--- src/rtl/mem_arbiter.sv ---
// mem_arbiter: single-port memory arbiter between instruction fetch and load/store ports.
// Define STARVE_GUARD_EN to force a fetch grant after STARVE_LIMIT consecutive fetch losses.
module mem_arbiter #(
    parameter int ADDR_WIDTH   = 32,
    parameter int DATA_WIDTH   = 32,
    parameter int MEM_LAT      = 1,
    parameter int STARVE_LIMIT = 4
) (
    input  logic                  clk_i,
    input  logic                  rst_n_i,
    input  logic                  if_req_i,
    input  logic [ADDR_WIDTH-1:0] if_addr_i,
    output logic                  if_gnt_o,
    output logic                  if_rvalid_o,
    output logic [DATA_WIDTH-1:0] if_rdata_o,
    input  logic                  dm_req_i,
    input  logic                  dm_we_i,
    input  logic [ADDR_WIDTH-1:0] dm_addr_i,
    input  logic [DATA_WIDTH-1:0] dm_wdata_i,
    output logic                  dm_gnt_o,
    output logic                  dm_rvalid_o,
    output logic [DATA_WIDTH-1:0] dm_rdata_o,
    output logic                  mem_en_o,
    output logic                  mem_we_o,
    output logic [ADDR_WIDTH-1:0] mem_addr_o,
    output logic [DATA_WIDTH-1:0] mem_wdata_o,
    input  logic [DATA_WIDTH-1:0] mem_rdata_i
);
    typedef enum logic [1:0] {IDLE, WAIT, RESP} state_t;
    state_t     state;
    logic       owner_dm;
    logic       owner_we;
    logic [1:0] lat_cnt;
    logic       arb;
    logic       force_if;
    logic       if_win;
    logic       dm_win;
    logic       resp;
`ifdef STARVE_GUARD_EN
    logic [3:0] starve_cnt;
    assign force_if = starve_cnt >= 4'(STARVE_LIMIT);
    always_ff @(posedge clk_i or negedge rst_n_i) begin
        if (!rst_n_i)
            starve_cnt <= '0;
        else if (if_win)
            starve_cnt <= '0;
        else if (arb && if_req_i)
            starve_cnt <= starve_cnt + 4'd1;
    end
`else
    assign force_if = 1'b0;
`endif
    // Gating with rst_n_i keeps the combinational grant path quiet while reset is held.
    assign arb         = rst_n_i && (state == IDLE || state == RESP);
    assign if_win      = arb && if_req_i && (force_if || !dm_req_i);
    assign dm_win      = arb && dm_req_i && !if_win;
    assign if_gnt_o    = if_win;
    assign dm_gnt_o    = dm_win;
    assign mem_en_o    = if_win || dm_win;
    assign mem_we_o    = dm_win && dm_we_i;
    assign mem_addr_o  = dm_win ? dm_addr_i : (if_win ? if_addr_i : '0);
    assign mem_wdata_o = mem_we_o ? dm_wdata_i : '0;
    assign resp        = rst_n_i && state == RESP;
    assign if_rvalid_o = resp && !owner_dm;
    assign dm_rvalid_o = resp && owner_dm;
    assign if_rdata_o  = if_rvalid_o ? mem_rdata_i : '0;
    assign dm_rdata_o  = (dm_rvalid_o && !owner_we) ? mem_rdata_i : '0;
    always_ff @(posedge clk_i or negedge rst_n_i) begin
        if (!rst_n_i) begin
            state    <= IDLE;
            owner_dm <= 1'b0;
            owner_we <= 1'b0;
            lat_cnt  <= '0;
        end else if (mem_en_o) begin
            owner_dm <= dm_win;
            owner_we <= mem_we_o;
            lat_cnt  <= 2'(MEM_LAT - 1);
            state    <= (MEM_LAT == 1) ? RESP : WAIT;
        end else if (state == WAIT) begin
            lat_cnt <= lat_cnt - 2'd1;
            state   <= (lat_cnt == 2'd1) ? RESP : WAIT;
        end else begin
            state <= IDLE;
        end
    end
endmodule
--- config.mk ---
export PLATFORM = sky130hd
export DESIGN_NAME = mem_arbiter
export DESIGN_NICKNAME = d
export VERILOG_FILES = /design/src/rtl/mem_arbiter.sv
export SDC_FILE = /design/constraint.sdc
export NUM_CORES = 1
export LEC_CHECK = 0
export ABC_AREA = 1
export BUFFER_PORTS_ARGS = -buffer_cell sky130_fd_sc_hd__buf_2
export CAP_MARGIN = 20
export CORE_AREA = 4 4 102 104
export CTS_BUF_LIST = sky130_fd_sc_hd__clkbuf_4 sky130_fd_sc_hd__clkbuf_8 sky130_fd_sc_hd__clkbuf_16
export DETAILED_ROUTE_END_ITERATION = 8
export DIE_AREA = 0 0 106 108
export GPL_ROUTABILITY_DRIVEN = 0
export PLACE_DENSITY = 0.54
export SLEW_MARGIN = 20
export SYNTH_ARGS = -nofsm -noshare
export SYNTH_HDL_FRONTEND = slang
export SYNTH_SLANG_ARGS = --single-unit
--- constraint.sdc ---
create_clock -name clk_i -period 1.6 [get_ports clk_i]
set_clock_uncertainty 0.1 [all_clocks]
set_input_delay 0.32 -clock clk_i [delete_from_list [all_inputs] [get_ports clk_i]]
set_output_delay 0.32 -clock clk_i [all_outputs]
set_load 0.05 [all_outputs]
==> out/results.txt, run 1 <==
Final worst setup slack: -0.3824 ns. The final reports fail on setup timing. The number of distinct library cells after synthesis came out at 18. The clock drives 6 sinks. The placement row count came out at 36. TritonCTS built the clock tree. The run gives 447 as the synthesized netlist net count. The path class of the tightest hold or removal check is primary input to asynchronous set/reset pin. For the standby leakage power, the log shows 2.719 nW. After legalization and detailed placement, the total HPWL measured 7288 µm. On the critical path, the stage with the largest delay is an instance of dfrtp_1.

Counting along the longest clock path gives a buffer depth of 2. The run gives 3 as the number of buffers created by CTS. From left edge to right edge, the die measures 106 µm.

In the final layout, the multi-input gates occupy 0.001924 mm². The worst setup path is launched from a register. At the worst endpoint, the required time is 1.18 ns. Across the run, the number of max-cap violations was 0. For this run, design rule violations remaining after detail routing come to 0. In this run the standard cell core region covers 0.009549 mm². Static timing analysis puts the maximum clock frequency at 0.5044 GHz. After detailed routing, no signal wire sits above met4. The number of violations reported at the end of detailed-routing iteration 0 is 76. By instance count, the cell type seen most on the critical path is nor2_4. For this block, the routed nets add up to 8939 µm of wire. The fraction of layout cells with a size suffix above 1 works out to 0.7454. The share of the cycle needed by the critical path after routing is 1.239, and the remaining global-route overflow is 0. The run gives 1 as the H-tree depth.

The gate count after technology mapping is 313, and the met2 wire length is 4901 µm. The number of buffers added on ports was 266; the number of global-route vias before repair was 3065. Across all hold checks on the routed design, the worst slack comes to 0.03541 ns. The sequential group share of total power was 0.090. After layout, the minimum clock period comes to 1.982 ns. The first global-routing pass estimated 14150 µm of wire. The tools report the portion of the post-synthesis area used by sequential elements as 0.08955.

In this run, synthesis produced a sequential element count of 6. Dividing the synthesized area by the synthesized cell count gives 5.357 µm². The logs give 0 for the yosys synthesis warning count and 884.9 µW for the total internal power. The logs give 0.22 ns for the clock insertion delay at the later pin of the skew report and 1.56 ns for the critical path data arrival time.

The area growth from synthesis to layout is 214.2%. The number of filler cells placed in the layout is 849, and the count of nets after finishing is 737. The starting utilization of the core area was 0.1756. The floorplan step set the die height to 108 µm.

The maximum cell stage delay along the critical path came out at 0.41 ns. The run gives 0.1477 as the total global-route track usage. The tools report the antenna cell count as 0.

The worst register-to-register path ends at lat_cnt[0]. In this run the worst path has a maximum fanout of 32. Part of the total power dissipated in the clock network: 0.118. The synthesized cell area is 0.001677 mm², and the number of nets with antenna violations after detailed routing is 0. Traced cell by cell, the critical path runs through nor2_4 > nand4_4 > buf_12 > nor2_4 > buf_4.

The worst register-to-register path has a depth of 7. The run gives 0.7405 as the worst max-slew margin expressed relative to the limit. The kind of critical path is register to output port. In the final layout, flip-flops and latches occupy 150.1 µm².

The run gives 1.003 mW as the switching power summed over all nets. Power comes to 1.888 mW. The flow ran to the end, but the final reports show violations.

Setup repair after global routing could not meet its margin everywhere. After clock tree synthesis, the clock-pin slew on the worst setup and hold paths is 0.03 ns. Entering global routing, the biggest net connects 33 pins.

The clock tree root buffer cell is clkbuf_8. The power density over the cells was 358.3 mW/mm²; the boundary pin count was 267. Leaving out filler cells and counting taps, the final layout contains 734.

The endpoint type of the worst setup path was an output port. The startpoint identified for the worst register-to-register timing path is state[0]. The initial antenna violation count was 0; the number of endpoints failing setup at the final stage was 134.

For the pin with the worst max-slew slack, the measured transition is 0.3893 ns. The routed length per placed instance is 12.18 µm, and the setup slack of the worst register-to-register path is 0.18 ns. The number of cells in the design after placement was 720.

Fraction of power spent switching nets: 0.5312. The tools report the number of slew-limit violations in the final report as 0. The tools report the met3 routed wirelength as 1028 µm. The routed layout has 2879 vias. The combinational group share of total power was 0.792.

The final hold violation count is 0. The via count normalized by instance count is 3.922, and the met1 wire length is 2944 µm. Across the VDD grid, the largest voltage drop is 0.1897 mV. The die covers 0.01145 mm². The first detailed-routing pass ran for 4 iterations.
## synth_stat cells, drive strengths merged
library cell	count	area, µm²
nand4	1	21.27
buf	15	131.4
inv	108	405.4
nand3	4	45.04
nand2	42	162.6
ha	1	12.51
nor2	101	462.9
dfrtp	6	150.1
or2	1	6.260
o21ai	34	279.0
## per-layer routing
layer  vias up  GRT usage
li1       1444          -
met1      1271     0.1545
met2       157     0.2896
met3         7    0.05612
met4         0    0.01480
met5         -          0
## per-stage QoR
stage	util	cell area [µm²]	TNS [ns]	worst slack [ns]
2_1_floorplan	-	2562	-10.51	-0.1440
3_3_place_gp	0.4367	4170	-30.57	-0.2671
3_5_place_dp	0.4367	4170	-33.59	-0.3114
4_1_cts	0.5354	5112	-48.32	-0.4235
5_1_grt	0.5516	5268	-54.31	-0.4558
6_report	0.5516	5268	-44.40	-0.3824
## placed cells by master, fill, tap and decap left out, drive strengths merged
cell type	netlist	layout
buf	15	299
inv	108	105
nor2	101	101
nand2	42	42
o21ai	34	34
dfrtp	6	6
clkbuf	0	4
nand3	4	4
clkinvlp	0	3
nand4	1	1
or2	1	1
ha	1	1
## power groups by stage
stage / clock network [mW] / logic, mW / registers [mW]
finish: 0.223 / 1.50 / 0.169
global placement: 0 / 1.25 / 0.171
global route: 0.246 / 1.58 / 0.171
floorplan: 0 / 0.907 / 0.170
CTS: 0.232 / 1.46 / 0.169
detailed placement: 0 / 1.26 / 0.171
## sequential cells by signal (all words and copies together), names as in the netlist
signal	count
lat_cnt	2
owner_dm	1
owner_we	1
state	2
## cell type report
type,count,area share
multi-input combinational,184,0.3653
inverter,108,0.07910
clock buffer,3,0.007838
timing repair buffer,300,0.4876
sequential,6,0.02850
tap,133,0.03159
## critical path, delay by kind of cell (launching register included)
family | cells | cell delay, ns
flops | 1 | 0.41
buf+inv | 2 | 0.44
simple gates | 3 | 0.46
## worst max-delay path by stage
stage / slack [ns] / endpoint / startpoint / depth (start not counted)
floorplan: -0.14 / mem_wdata_o[10] / state[0] / 6
global placement: -0.27 / dm_rdata_o[26] / rst_n_i / 7
detailed placement: -0.31 / mem_addr_o[0] / rst_n_i / 7
CTS: -0.42 / dm_rdata_o[10] / state[0] / 5
global route: -0.46 / dm_rdata_o[14] / state[0] / 5
finish: -0.38 / dm_rdata_o[29] / state[0] / 5
## logic make-up after synthesis
logic type,count (synthesis),share of synthesized area
simple gates,149,0.4164
fa+ha+maj,1,0.007461
buf+inv,123,0.3202
flops,6,0.08955
compound gates,34,0.1664
## what timing repair did
action | CTS | global route
gates resized for setup | 257 | 30
pin swaps | 2 | 2
gates cloned | 2 | 1
hold buffers | 0 | 0
setup endpoints to repair | 134 | 134
setup buffers | 6 | 3
Note: power is estimated with default switching activity, not from simulation.
==> run 2: changes to the inputs <==
--- a/config.mk
+++ b/config.mk
@@ -8,12 +8,12 @@
 export ABC_AREA = 1
 export BUFFER_PORTS_ARGS = -buffer_cell sky130_fd_sc_hd__buf_2
 export CAP_MARGIN = 20
-export CORE_AREA = 4 4 102 104
+export CORE_AREA = 2 2 103 105
 export CTS_BUF_LIST = sky130_fd_sc_hd__clkbuf_4 sky130_fd_sc_hd__clkbuf_8 sky130_fd_sc_hd__clkbuf_16
 export DETAILED_ROUTE_END_ITERATION = 8
-export DIE_AREA = 0 0 106 108
+export DIE_AREA = 0 0 105 107
 export GPL_ROUTABILITY_DRIVEN = 0
-export PLACE_DENSITY = 0.54
+export PLACE_DENSITY = 0.52
 export SLEW_MARGIN = 20
 export SYNTH_ARGS = -nofsm -noshare
 export SYNTH_HDL_FRONTEND = slang
==> constraint.sdc (replaced) <==
create_clock -name clk_i -period 2.08 [get_ports clk_i]
set_clock_uncertainty 0.1 [all_clocks]
set_input_delay 0.416 -clock clk_i [delete_from_list [all_inputs] [get_ports clk_i]]
set_output_delay 0.416 -clock clk_i [all_outputs]
set_load 0.05 [all_outputs]
==> out/results.txt, run 2 (synthesis results as in run 1) <==
Setup repair after global routing could not meet its margin everywhere. The vertical extent of the die was 107 µm (-0.93%); the placement row count was 37 (+2.8%). The floorplan die area was 0.01124 mm² (-1.9%). For the core footprint, the log shows 0.01009 mm² (+5.7%). The part of the total power dissipated in the clock network was 0.138 (+0.020). The share of the cycle needed by the critical path after routing is 0.9968, and the via count normalized by instance count is 3.932 (+0.24%). The antenna cell count was 0 (unchanged); the number of global-route vias before repair was 2768 (-9.7%).

The layout overhead on the synthesized area was 148.1%; the hold buffer count at CTS was 0 (unchanged). The logs give 12610 µm (-11%) for the first-pass GRT wire length and 0.1354 (-0.01909) for the global-route track usage on met1. The run gives 0 (unchanged) as the number of nets with antenna violations after detailed routing. For the count of maximum capacitance violations, the log shows 0 (unchanged).

The sequential group share of total power came out at 0.103 (+0.013). Walking the worst path, the cells encountered are nor2_4 > buf_12 > nand3_4 > buf_12 > o21ai_2 > buf_6. The highest-delay cell along the critical path was dfrtp_1. The routed length per placed instance is 12.09 µm (-0.71%), and the final design utilization is 0.4121 (-0.1395).

The first-pass iteration count of the detailed router came out at 4 (unchanged). Derived from the worst setup path, the maximum achievable clock frequency is 0.4823 GHz. met2 is the most crowded layer. For the worst max-slew margin expressed relative to the limit, the log shows 0.6299 (-0.1106). The most frequent cell on the critical path is buf_12. The number of buffers added on ports came out at 266 (unchanged). For the count of nets after finishing, the log shows 720 (-2.3%). The type of origin of the critical path is a register.

Required time of the critical path: 1.56 ns (+0.38 ns). The logs give 0 ns (+44.40 ns) for the total negative slack for setup checks and 0.2667 (-0.02292) for the met2 global-route usage. The power density over the cells works out to 303.7 mW/mm² (-15%). The routed design could run at a clock period as short as 2.073 ns. The fraction of layout cells with a size suffix above 1 is 0.7106 (-0.03481).

TritonCTS built the clock tree. The maximum cell stage delay along the critical path is 0.40 ns (about the same), and the final hold violation count is 0 (unchanged). The logs give 0.03708 (-0.01904) for the routing usage on met3 and 0.1354 (-0.01237) for the total global-route track usage. The largest registers in the layout are lat_cnt (2), state (2). The number of cells in the design after placement is 712 (-1.1%).

The tools report the number of clock sinks as 6 (unchanged). The fraction of power spent switching nets was 0.5330 (+0.001809). The top cell types in the final layout, fill and taps aside, are buf_2 (135), inv_1 (107), nor2_2 (85). The width of the die is 105 µm (-0.94%). The number of violations reported at the end of detailed-routing iteration 0 was 118 (+55%); the number of remaining DRC errors was 0 (unchanged). The combinational group share of total power came out at 0.758 (-0.034). The clock insertion delay at the later pin of the skew report is 0.22 ns (about the same), and the largest vdd supply drop is 0.1610 mV (-15%).

The number of buffers created by CTS came out at 3 (unchanged). Leading cell type in the layout, fill and taps excluded: buf_2. The half-perimeter wire length after placement is 6710 µm (-7.9%), and the clock slew at the register clock pins of the worst setup and hold paths is 0.04 ns (about the same). The worst setup path is of the register to output port kind.

The non-filler instance count after layout was 720 (-1.9%). The run gives 8706 µm (-2.6%) as the detailed-route wire length. The detailed-route via count was 2831 (-1.7%). The cell sitting at the root of the clock tree is a clkbuf_8. The standby leakage power is 2.503 nW (-7.9%), and the total chip power is 1.263 mW (-33%). The min-delay analysis places its worst path in the category primary input to asynchronous set/reset pin.

The number of buffers on the longest clock path was 2 (unchanged); the cell area after placement was 0.003395 mm² (-19%). Finished layout cell area: 0.004159 mm² (-21%). The tools report the endpoint type of the worst setup path as an output port. The logs give 673.2 µW (-33%) for the switching power summed over all nets and 589.8 µW (-33%) for the total internal power. The logs give 1018 (+20%) for the number of filler cells placed in the layout and 0 (unchanged) for the remaining global-route overflow. The run gives 1 (unchanged) as the H-tree depth. The starting utilization of the core area is 0.1661 (-0.009447). The logs give 0 (-100%) for the number of endpoints failing setup at the final stage and 0 (unchanged) for the number of slew-limit violations in the final report. For the critical path data arrival time, the log shows 1.56 ns (about the same).

The flow ran to the end, and the final reports show no timing, DRC or antenna violations. The tools report the maximum number of pins on one net before global-route repair as 35 (+6.1%). The initial antenna violation count is 0 (unchanged), and the slew at the pin closest to its max-slew limit is 0.5493 ns (+0.1600 ns). The run gives 267 (unchanged) as the boundary pin count. The largest fanout of any net on the critical path works out to 19 (-41%).
-- run 2: cell types whose count changed in the layout (fill, tap and decap cells not counted), sizes merged --
cell	before	now
buf	299	262
clkbuf	4	24
clkinvlp	3	0
inv	105	108
-- run 2: timing repair --
action / in CTS / in global routing
setup buffers: 1 / 2
gates resized for setup: 63 / 201
setup endpoints to repair: 102 / 116
cloned: 0 / 2
pin swaps: 2 / 2
-- run 2: power by group through the flow --
| stage | logic [mW] | clock network (mW) | registers, mW |
|---|---|---|---|
| after CTS | 0.858 | 0.177 | 0.131 |
| after floorplan | 0.567 | 0 | 0.131 |
| final | 0.958 | 0.175 | 0.130 |
| after global placement | 0.819 | 0 | 0.132 |
| after detailed placement | 0.825 | 0 | 0.132 |
| after global routing | 1.01 | 0.183 | 0.132 |
-- run 2: worst paths after layout --
check | from | to | slack [ns] | cells after the start
max | state[0] | mem_addr_o[24] | 0.007 | 6
min | rst_n_i | lat_cnt[1] | 0.02 | 2
max reg2reg | state[0] | owner_dm | 0.69 | 7
min reg2reg | owner_we | owner_we | 0.37 | 2
max in group asynchronous | rst_n_i | owner_dm | 1.75 | 2
min in group clk_i | owner_we | owner_we | 0.37 | 2
-- run 2: metrics by stage --
step / setup WS (ns) / hold WS [ns]
3_5_place_dp: -0.06225 / 0.2553
2_1_floorplan: -0.3290 / 0.02041
3_3_place_gp: -0.02120 / 0.2524
4_1_cts: 0.0001660 / 0.01778
5_1_grt: -0.06525 / 0.02136
6_report: 0.006572 / 0.01644
-- run 2: area by class of cell --
cell class | count | area (µm²) | share of cell area
Timing Repair Buffer | 283 | 2175 | 0.5229
Multi-Input combinational cell | 184 | 1217 | 0.2927
Inverter | 108 | 405.4 | 0.09747
Tap cell | 136 | 170.2 | 0.04091
Sequential cell | 6 | 150.1 | 0.03610
Clock buffer | 3 | 41.29 | 0.009928
-- run 2: critical path, delay by kind of cell, from the launching register on --
kind | cells | cell delay (ns)
buffers and inverters | 3 | 0.50
flip-flops | 1 | 0.40
AND/OR/NAND/NOR | 2 | 0.28
AO/OA/AOI/OAI | 1 | 0.14
-- run 2: routing by layer --
layer,vias up,routed length [µm]
met5,-,0
met4,0,191
met3,17,871
met2,158,4757
met1,1252,2885
li1,1404,-
